<file path="config.mk">
export PLATFORM = sky130hd
export DESIGN_NAME = soma_sched
export DESIGN_NICKNAME = d
export VERILOG_FILES = /design/src/rtl/soma_sched_pkg.sv /design/src/rtl/soma_sched_spk_fifo.sv /design/src/rtl/soma_sched.sv
export SDC_FILE = /design/constraint.sdc
export NUM_CORES = 1
export LEC_CHECK = 0
export CORE_MARGIN = 1
export CORE_UTILIZATION = 50
export DETAILED_ROUTE_END_ITERATION = 6
export GPL_TIMING_DRIVEN = 1
export HOLD_SLACK_MARGIN = 0.03
export PLACE_DENSITY = 0.68
export RECOVER_POWER = 25
export SYNTH_ARGS = -nofsm -noshare
export SYNTH_HDL_FRONTEND = slang
export SYNTH_SLANG_ARGS = --single-unit
</file>
<file path="constraint.sdc">
create_clock -name clk_soma -period 3.01 [get_ports clk_soma]
set_input_delay 0.301 -clock clk_soma [delete_from_list [all_inputs] [get_ports clk_soma]]
set_output_delay 0.301 -clock clk_soma [all_outputs]
set_load 0.1 [all_outputs]
</file>
<file path="src/rtl/soma_sched_pkg.sv">
// Shared types and FSM encodings for the soma timestep sequencer.
package soma_sched_pkg;

  typedef logic [1:0] state_t;

  localparam logic [1:0] ST_IDLE   = 2'd0;
  localparam logic [1:0] ST_UPDATE = 2'd1;
  localparam logic [1:0] ST_CLEAR  = 2'd2;
  localparam logic [1:0] ST_DRAIN  = 2'd3;

endpackage

</file>
<file path="src/rtl/soma_sched_spk_fifo.sv">
// Show-ahead sync FIFO holding fired neuron indices; the head output holds the
// last popped value while empty.
module spk_fifo #(
  parameter int W  = 12,
  parameter int AW = 3
) (
  input  logic          clk,
  input  logic          rst_n,
  input  logic          i_push,
  input  logic [W-1:0]  i_din,
  input  logic          i_pop,
  output logic          o_valid,
  output logic [W-1:0]  o_dout,
  output logic [AW:0]   o_count
);

  localparam logic [AW:0] FULL = {1'b1, {AW{1'b0}}};

  logic [W-1:0]  r_mem [1<<AW];
  logic [AW-1:0] r_wr, r_rd;
  logic [AW:0]   r_cnt;
  logic [W-1:0]  r_hold;
  logic          w_pop, w_push;

  assign w_pop  = i_pop & (r_cnt != '0);
  // A push while full is accepted only when the head leaves in the same cycle.
  assign w_push = i_push & ((r_cnt != FULL) | w_pop);

  always_ff @(posedge clk) begin
    if (w_push) r_mem[r_wr] <= i_din;
  end

  always_ff @(posedge clk) begin
    if (!rst_n) begin
      r_wr   <= '0;
      r_rd   <= '0;
      r_cnt  <= '0;
      r_hold <= '0;
    end else begin
      if (w_push) r_wr <= r_wr + 1'b1;
      if (w_pop) begin
        r_rd   <= r_rd + 1'b1;
        r_hold <= r_mem[r_rd];
      end
      r_cnt <= r_cnt + {{AW{1'b0}}, w_push} - {{AW{1'b0}}, w_pop};
    end
  end

  always_ff @(posedge clk) begin
    if (rst_n) assert (!(i_push && (r_cnt == FULL) && !w_pop));
  end

  assign o_valid = (r_cnt != '0);
  assign o_dout  = o_valid ? r_mem[r_rd] : r_hold;
  assign o_count = r_cnt;

endmodule

</file>
<file path="src/rtl/soma_sched.sv">
// Per-timestep soma sweep sequencer with Vm write-port arbitration and spike FIFO.
// SOMA_SCHED_PERF_EN enables the saturating sweep stall counter.
module soma_sched
  import soma_sched_pkg::*;
#(
  parameter int NNW  = 12,
  parameter int SFAW = 3,
  parameter int PCW  = 16
) (
  input  logic           clk_soma,
  input  logic           rst_n,
  input  logic           sched_enable,
  input  logic           sched_tick,
  input  logic           sched_clear_req,
  input  logic [NNW-1:0] neuron_last,
  output logic           sched_busy,
  output logic           sched_done,
  output logic           sched_overrun,
  output logic           config_soma_vld,
  output logic [NNW-1:0] config_soma_vm_addr,
  output logic           config_soma_clear,
  input  logic           soma_spk_out_fire,
  input  logic           axon_req,
  output logic           axon_gnt,
  output logic           spk_valid,
  input  logic           spk_ready,
  output logic [NNW-1:0] spk_addr,
  output logic [PCW-1:0] perf_stall_cnt
);

  localparam logic [SFAW+1:0] DEPTH = {2'b01, {SFAW{1'b0}}};

  state_t         r_state;
  logic           r_pend, r_vld_q, r_clr_q, r_gnt_q, r_ovr;
  logic [NNW-1:0] r_addr, r_last, r_addr_q;

  logic           w_tick, w_active, w_start_upd, w_start_clr;
  logic           w_gnt, w_room, w_issue, w_push;
  logic [SFAW:0]  w_fcnt;
  logic [SFAW+1:0] w_occ;

  assign w_tick      = sched_tick & sched_enable;
  assign w_active    = (r_state == ST_UPDATE) | (r_state == ST_CLEAR);
  assign w_start_clr = (r_state == ST_IDLE) & sched_clear_req;
  assign w_start_upd = (r_state == ST_IDLE) & !sched_clear_req & (w_tick | r_pend);

  // The write-back slot (vld_q) belongs to the sweep; after a grant the sweep gets a turn.
  assign w_gnt   = axon_req & !r_vld_q & !(w_active & r_gnt_q);
  // Count the in-flight issue so a fire can never find the FIFO full.
  assign w_occ   = {1'b0, w_fcnt} + {{(SFAW+1){1'b0}}, r_vld_q};
  assign w_room  = (r_state == ST_CLEAR) | (w_occ < DEPTH);
  assign w_issue = w_active & !w_gnt & !(axon_req & r_vld_q) & w_room;
  assign w_push  = r_vld_q & !r_clr_q & soma_spk_out_fire;

  always_ff @(posedge clk_soma) begin
    if (!rst_n) begin
      r_state  <= ST_IDLE;
      r_pend   <= 1'b0;
      r_vld_q  <= 1'b0;
      r_clr_q  <= 1'b0;
      r_gnt_q  <= 1'b0;
      r_ovr    <= 1'b0;
      r_addr   <= '0;
      r_last   <= '0;
      r_addr_q <= '0;
    end else begin
      r_vld_q  <= w_issue;
      r_clr_q  <= w_issue & (r_state == ST_CLEAR);
      r_gnt_q  <= w_gnt;
      r_addr_q <= r_addr;
      r_ovr    <= w_tick & r_pend & !w_start_upd;
      // Starting from a pending tick frees the slot for a same-cycle tick.
      if (w_start_upd)  r_pend <= r_pend & w_tick;
      else if (w_tick)  r_pend <= 1'b1;
      case (r_state)
        ST_IDLE: begin
          if (w_start_clr) begin
            r_state <= ST_CLEAR;
            r_last  <= neuron_last;
            r_addr  <= '0;
          end else if (w_start_upd) begin
            r_state <= ST_UPDATE;
            r_last  <= neuron_last;
            r_addr  <= '0;
          end
        end
        ST_UPDATE, ST_CLEAR: begin
          if (w_issue) begin
            if (r_addr == r_last) begin
              r_state <= ST_DRAIN;
              r_addr  <= '0;
            end else begin
              r_addr <= r_addr + 1'b1;
            end
          end
        end
        default: r_state <= ST_IDLE;
      endcase
    end
  end

  assign sched_busy          = (r_state != ST_IDLE);
  assign sched_done          = (r_state == ST_DRAIN);
  assign sched_overrun       = r_ovr;
  assign config_soma_vld     = w_issue;
  assign config_soma_vm_addr = r_addr;
  assign config_soma_clear   = w_issue & (r_state == ST_CLEAR);
  assign axon_gnt            = w_gnt;

  spk_fifo #(.W(NNW), .AW(SFAW)) u_spk_fifo (
    .clk     (clk_soma),
    .rst_n   (rst_n),
    .i_push  (w_push),
    .i_din   (r_addr_q),
    .i_pop   (spk_ready),
    .o_valid (spk_valid),
    .o_dout  (spk_addr),
    .o_count (w_fcnt)
  );

`ifdef SOMA_SCHED_PERF_EN
  logic [PCW-1:0] r_stall;

  always_ff @(posedge clk_soma) begin
    if (!rst_n)                            r_stall <= '0;
    else if (w_start_upd | w_start_clr)    r_stall <= '0;
    else if (w_active & !w_issue & (r_stall != '1)) r_stall <= r_stall + 1'b1;
  end

  assign perf_stall_cnt = r_stall;
`else
  assign perf_stall_cnt = '0;
`endif

endmodule
</file>
==> impl_metrics.toml, run 1 <==
[drt]
first_pass_iters = 5
drt_iter0_markers = 203
routed_wl_um = 13800
vias = 4187
drc = 0
routedWlPerCell_um = 17.9
ant_nets = 0
vias_per_cell = 5.42

[layout]
final_nets = 619
multi_input_area_sq_um = 2400
final_common_cell = "edfxtp_1"
area_delta_synth_final_pct = 20.1
ff_latch_area_sq_um = 4240
layoutNonFillerInstCount = 773
drive_above_1_share_pct = 19.3
fillers = 1017
antenna_cells = 0
design_area_sq_um = 8290
most-common-layout-cells = "edfxtp_1 (96), dfxtp_1 (68), nor2_1 (64), buf_4 (38), mux2i_1 (27)"

[power]
power_leakage_nw = 3.15
irDropWorstVdd_mv = 0.537
powerDensity_nw_per_um2 = 1040
p_total_mw = 8.63

[setup_path]
path_cells = "buf_4, mux4_2, mux2i_1, a21oi_2, buf_12"
crit_path_max_incr_delay_ns = 0.68
cp-end-kind = "output pin"
critical_path_required_ns = 2.71
critical-path-top-delay-family = "flip-flops"
critPathArrivalTime_ns = 2.30
path_class = "reg2out"
path_max_fanout = 11
cp_num_buf_inv = 2
critPathLaunchType = "flop"
crit_slowest_cell = "dfxtp_1"

[die]
die_w_um = 120
pin_count = 67
coreArea_sq_um = 13300
rows = 42
die_area_sq_um = 14300
fp.dieH_um = 120
initial_utilization_pct = 51.8

[yosys]
syn_inst = 524
synth_area_sq_um = 6910
yosysSeqAreaShare_pct = 61.4
yosysUniqueCellTypes = 49
ys_warn_count = 0
async_flop_share_pct = 0
synth_edf_count = 96
synth_seq_cells = 164
synthFlopType = "edfxtp_1"
postSynthAreaPerCell_sq_um = 13.2

[sta]
worst_pin_slew_ns = 0.962
post-route-period-util_pct = 86.6
min_period_ns = 2.61
worst_slack_ns = 0.404
slew_headroom_pct = 35.6
finalHoldViolations = 0
max_freq_ghz = 0.384
rsz0062_at_grt = "false"
slew_violations = 0
setup_viol = 0
fin_skew_ns = 0.00759

[placement]
globalplace.congestion = 0.779
io_buffers = 50
place_area_sq_um = 7670
numPlacedInstances = 741
hpwl_um = 9370
place_ws_ns = 0.642

[grt]
antenna_found_initial = 0
grt_max_degree = 48
grt_use_total_pct = 20.6
grt_pass1_vias = 4266
grt_overflow_total = 0
grt_pass1_wl_um = 21900

[cts]
path_clk_slew_ns = 0.06
htree_levels = 4
ctsHoldBuffers = 0
ctsLongestPathBuffers = 2
cts_resized = 0
postCtsSetupRepairBufs = 0
cts_root_buf = "clkbuf_16"
cts_buffers = 17
cts_tree = "built"
clk-insertion-delay-late_ns = 0.42
cts.sinks = 164

[worst_hold_path]
hp-class = "reg2reg"

[outcome]
status = "finished clean"

[run]
cap_violations = 0
[layout make-up]
cell class                      count  area share, %
Tap cell                          176           2.65
Timing Repair Buffer               71           8.99
Sequential cell                   164           51.2
Inverter                           15          0.679
Clock inverter                     12           2.16
Clock buffer                       20           5.39
Multi-Input combinational cell    315           29.0
[registers in the layout, summed over array words and instances (netlist names), named ones only]
name / cells
config_soma_vm_addr: 12
r_state: 2
r_addr_q: 12
r_clr_q: 1
u_spk_fifo.o_count: 4
r_last: 12
u_spk_fifo.r_mem: 96
r_vld_q: 1
u_spk_fifo.r_rd: 3
sched_overrun: 1
u_spk_fifo.r_wr: 3
r_gnt_q: 1
r_pend: 1
u_spk_fifo.r_hold: 12
[Yosys cell counts, drive strengths merged, types with 2 or more instances]
| cell | count | area (sq um) |
|---|---|---|
| o21a | 2 | 22.5 |
| nand2 | 23 | 86.3 |
| nand2b | 2 | 12.5 |
| o21ai | 2 | 10.0 |
| and3b | 2 | 17.5 |
| mux2i | 27 | 270 |
| nor4 | 4 | 25.0 |
| o211ai | 3 | 22.5 |
| buf | 34 | 240 |
| and4 | 2 | 17.5 |
| mux4 | 24 | 541 |
| nand3b | 2 | 15.0 |
| inv | 14 | 52.6 |
| nor2b | 3 | 26.3 |
| a211oi | 15 | 118 |
| or3 | 4 | 25.0 |
| and3 | 2 | 12.5 |
| edfxtp | 96 | 2880 |
| nor2 | 64 | 240 |
| and2 | 18 | 115 |
| xor2 | 14 | 123 |
| dfxtp | 68 | 1360 |
| nor3b | 4 | 30.0 |
| a31oi | 11 | 68.8 |
| a21oi | 17 | 85.1 |
| xnor2 | 4 | 35.0 |
| ha | 14 | 175 |
| nand3 | 20 | 100 |
| clkbuf | 11 | 41.3 |
| nor3 | 6 | 30.0 |
[worst min-delay path: cells and delay by family (launching register included)]
family	cells	cell delay, ns
flip-flops	1	0.32
AND/OR/NAND/NOR	1	0.06
multiplexers	1	0.05
[through the flow]
stage	hold WS, ns	utilization [%]	setup TNS, ns
after floorplan	0.440	-	-1.79
after global placement	0.455	57.5	0
after detailed placement	0.472	57.5	0
after CTS	0.473	62.1	0
after global routing	0.508	62.1	0
final	0.479	62.1	0
[power by group]
| part | internal [mW] | switching [mW] |
|---|---|---|
| Combinational | 1.29 | 2.41 |
| Clock | 1.41 | 0.847 |
| Sequential | 2.53 | 0.149 |
[worst paths after layout]
kind	start	endpoint	slack, ns	cells after the start
max	flop	spk_addr[3]	0.40	5
min	r_state[0]	r_state[0]	0.48	2
min reg2reg	r_state[0]	r_state[0]	0.48	2
max reg2reg	u_spk_fifo.o_count[2]	u_spk_fifo.o_count[2]	0.62	11
[cells by family after synthesis]
logic type | synth area share, %
DFF | 61.4
and+or+nand+nor | 11.4
buffers and inverters | 4.89
AOI/OAI and AO/OA | 5.25
muxes | 11.7
xor gates and xnor gates | 2.28
adders and majority gates | 2.97
other | 0.0543
[metal layers]
| metal | track usage [%] | part of all wire (%) | up-vias |
|---|---|---|---|
| met4 | 9.22 | 2.0 | 0 |
| li1 | - | - | 1994 |
| met2 | 36.2 | 53 | 126 |
| met5 | 0 | 0 | - |
| met3 | 4.80 | 4.6 | 21 |
| met1 | 24.0 | 40 | 2046 |
Power figures use the tool's default switching activity.
==> inputs of run 2 (changes only) <==
SLEW_MARGIN = 10   (was default)
SYNTH_HIERARCHICAL = 1   (was default)
==> run 2 against run 1 <==
Critical path depth rose by 1; non-clock buffer count is 5 lower; cell area is 3.0% lower; combinational power shrank 12%; via count fell by 1.6%; clock-buffer cell count is 3 lower; flip-flop and latch count is the same.
==> impl_metrics.toml, run 2 <==
[outcome]
status = "finished clean"

[die]
pin_count = 67
die_area_sq_um = 14300
initial_utilization_pct = 51.9
rows = 42
die_w_um = 120
fp.dieH_um = 120
coreArea_sq_um = 13300

[cts]
cts_root_buf = "clkbuf_16"
clk-insertion-delay-late_ns = 0.42
path_clk_slew_ns = 0.06
cts_buffers = 17
postCtsSetupRepairBufs = 0
cts.sinks = 164
ctsHoldBuffers = 0
htree_levels = 4
cts_resized = 0
cts_tree = "built"
ctsLongestPathBuffers = 2

[yosys]
yosysSeqAreaShare_pct = 61.3
yosysTopAreaCellShare_pct = 41.6
synthTopCellsByCount = "edfxtp_1 (96), dfxtp_1 (68), mux2i_1 (38), nand2_1 (26), and2_1 (24)"
synth_seq_cells = 164
ys_warn_count = 6
postSynthAreaPerCell_sq_um = 12.9
yosysUniqueCellTypes = 55
synth_edf_count = 96
synth_area_leaders = "edfxtp_1 (42%), dfxtp_1 (20%), mux2i_1 (5.5%)"
synth_area_sq_um = 6920
syn_inst = 537
async_flop_share_pct = 0
yosys.cell_count.top_type = "edfxtp_1"
synthFlopType = "edfxtp_1"
yosys.area.top_type = "edfxtp_1"

[setup_path]
cp_num_buf_inv = 3
cpMostUsedCell = "inv_1"
crit_slowest_cell = "dfxtp_1"
path_class = "reg2out"
critPathLaunchType = "flop"
rr_worst_depth = 11
critPathArrivalTime_ns = 2.30
critical-path-top-delay-family = "compound AO/OA/AOI/OAI gates"
path_cells = "inv_1, ha_1, inv_1, a221o_1, a31oi_2, buf_4"
reg2reg_from = "u_spk_fifo/o_count[2]"
cp-end-kind = "output pin"
path_max_fanout = 6
crit_path_max_incr_delay_ns = 0.38
worst_r2r_endpoint = "u_spk_fifo/o_count[2]"
rrSetupSlack_ns = 0.53
critical_path_required_ns = 2.71
crit_path_start = "r_state[1]"

[layout]
final_common_cell = "edfxtp_1"
regMostFlops = "u_spk_fifo/r_mem"
fillers = 1093
most-common-layout-cells = "edfxtp_1 (96), dfxtp_1 (67), buf_4 (45), mux2i_1 (38), nand2_1 (26)"
design_area_sq_um = 8050
final_nets = 631
area_delta_synth_final_pct = 16.2
largest_reg_flops = 96
drive_above_1_share_pct = 19.3
final_core_util_pct = 60.3
antenna_cells = 0

[power]
pwr-share-clk_pct = 24.6
powerDensity_nw_per_um2 = 977
p_total_mw = 7.86
p_comb_share_pct = 41.2
p_int_mw = 4.52
power_frac_seq_pct = 34.3
power_leakage_nw = 3.01
p_switching_mw = 3.35
irDropWorstVdd_mv = 0.608
p_sw_share_pct = 42.6

[grt]
grt_max_degree = 49
grt_pass1_vias = 4138
antenna_found_initial = 0
grt_overflow_total = 0
grt_pass1_wl_um = 21300
grt_use_total_pct = 19.9

[sta]
tns_ns = 0
rsz0062_at_grt = "false"
post-route-period-util_pct = 86.3
min_period_ns = 2.60
timing.hold.ws_ns = 0.462
setup_viol = 0
slew_violations = 0
worst_pin_slew_ns = 0.962
max_freq_ghz = 0.385
slew_headroom_pct = 35.7
finalHoldViolations = 0
fin_skew_ns = 0.00590

[drt]
vias_per_cell = 5.24
routedWlPerCell_um = 16.5
drc = 0
ant_nets = 0
drt_iter0_markers = 235
first_pass_iters = 4
routed_wl_um = 13000
vias = 4120

[worst_hold_path]
hp-class = "reg2reg"
worstHoldStart = "r_pend"
worstHoldPathCells = 2
min_to = "sched_overrun"

[placement]
globalplace.congestion = 0.807
io_buffers = 50
place_area_sq_um = 7510
hpwl_um = 8700

[run]
cap_violations = 0
==> run 2: cells by family (layout without fill, tap and decap cells) <==
group	after synthesis	count (layout)	share of synthesized area, %
fa+ha+maj	13	13	2.46
flops	164	164	61.3
compound gates	92	92	8.86
mux	61	61	9.24
other cells	1	16	0.0542
buf+inv	59	118	5.01
xor+xnor	23	23	2.91
simple gates	124	124	10.2
==> run 2: power groups by stage <==
stage               clock network (mW)  logic (mW)  registers, mW
finish                            1.93        3.24           2.69
detailed placement                   0        3.25           2.74
global route                      2.07        3.45           2.72
CTS                               1.97        3.27           2.70
floorplan                            0        2.69           2.75
global placement                     0        3.21           2.73
==> run 2: through the flow <==
stage          setup slack, ns  cells
2_1_floorplan           0.0545    552
5_1_grt                  0.241    787
4_1_cts                  0.373    787
6_report                 0.413    787
3_3_place_gp             0.637    755
3_5_place_dp             0.538    755
==> run 2: area by class of cell <==
cell class | count | area, sq um | share of cell area [%]
clock buffers | 17 | 425 | 5.29
clock inverters | 15 | 110 | 1.37
inverters | 20 | 76.3 | 0.949
multi-input cells | 329 | 2410 | 30.0
flip-flops and latches | 164 | 4250 | 52.8
well taps | 176 | 220 | 2.74
repair buffers | 66 | 558 | 6.94
==> run 2: routing by layer <==
| metal | share of wire [%] | GRT usage, % |
|---|---|---|
| met5 | 0 | 0 |
| met4 | 1.2 | 7.66 |
| met3 | 4.0 | 4.18 |
| met2 | 51 | 33.5 |
| met1 | 44 | 25.0 |
==> run 2: how the worst max path moves through the flow <==
stage                             endpoint  cells past startpoint  slack (ns)
finish                     config_soma_vld                      6        0.41
detailed placement  config_soma_vm_addr[9]                      7        0.54
floorplan            u_spk_fifo/o_count[2]                     14        0.05
global route               config_soma_vld                      6        0.24
global placement     u_spk_fifo/o_count[2]                      9        0.64
CTS                        config_soma_vld                      6        0.37
==> run 2: worst reg2reg max path, cell delays in order, from the launching register on <==
cell and delay [ns]:
dfxtp_1 0.32, inv_1 0.11, ha_1 0.21, and3_1 0.21, clkinv_2 0.07, and2_4 0.24
ha_1 0.30, inv_1 0.04, ha_1 0.20, fa_1 0.38, xor2_1 0.15, and2_1 0.15
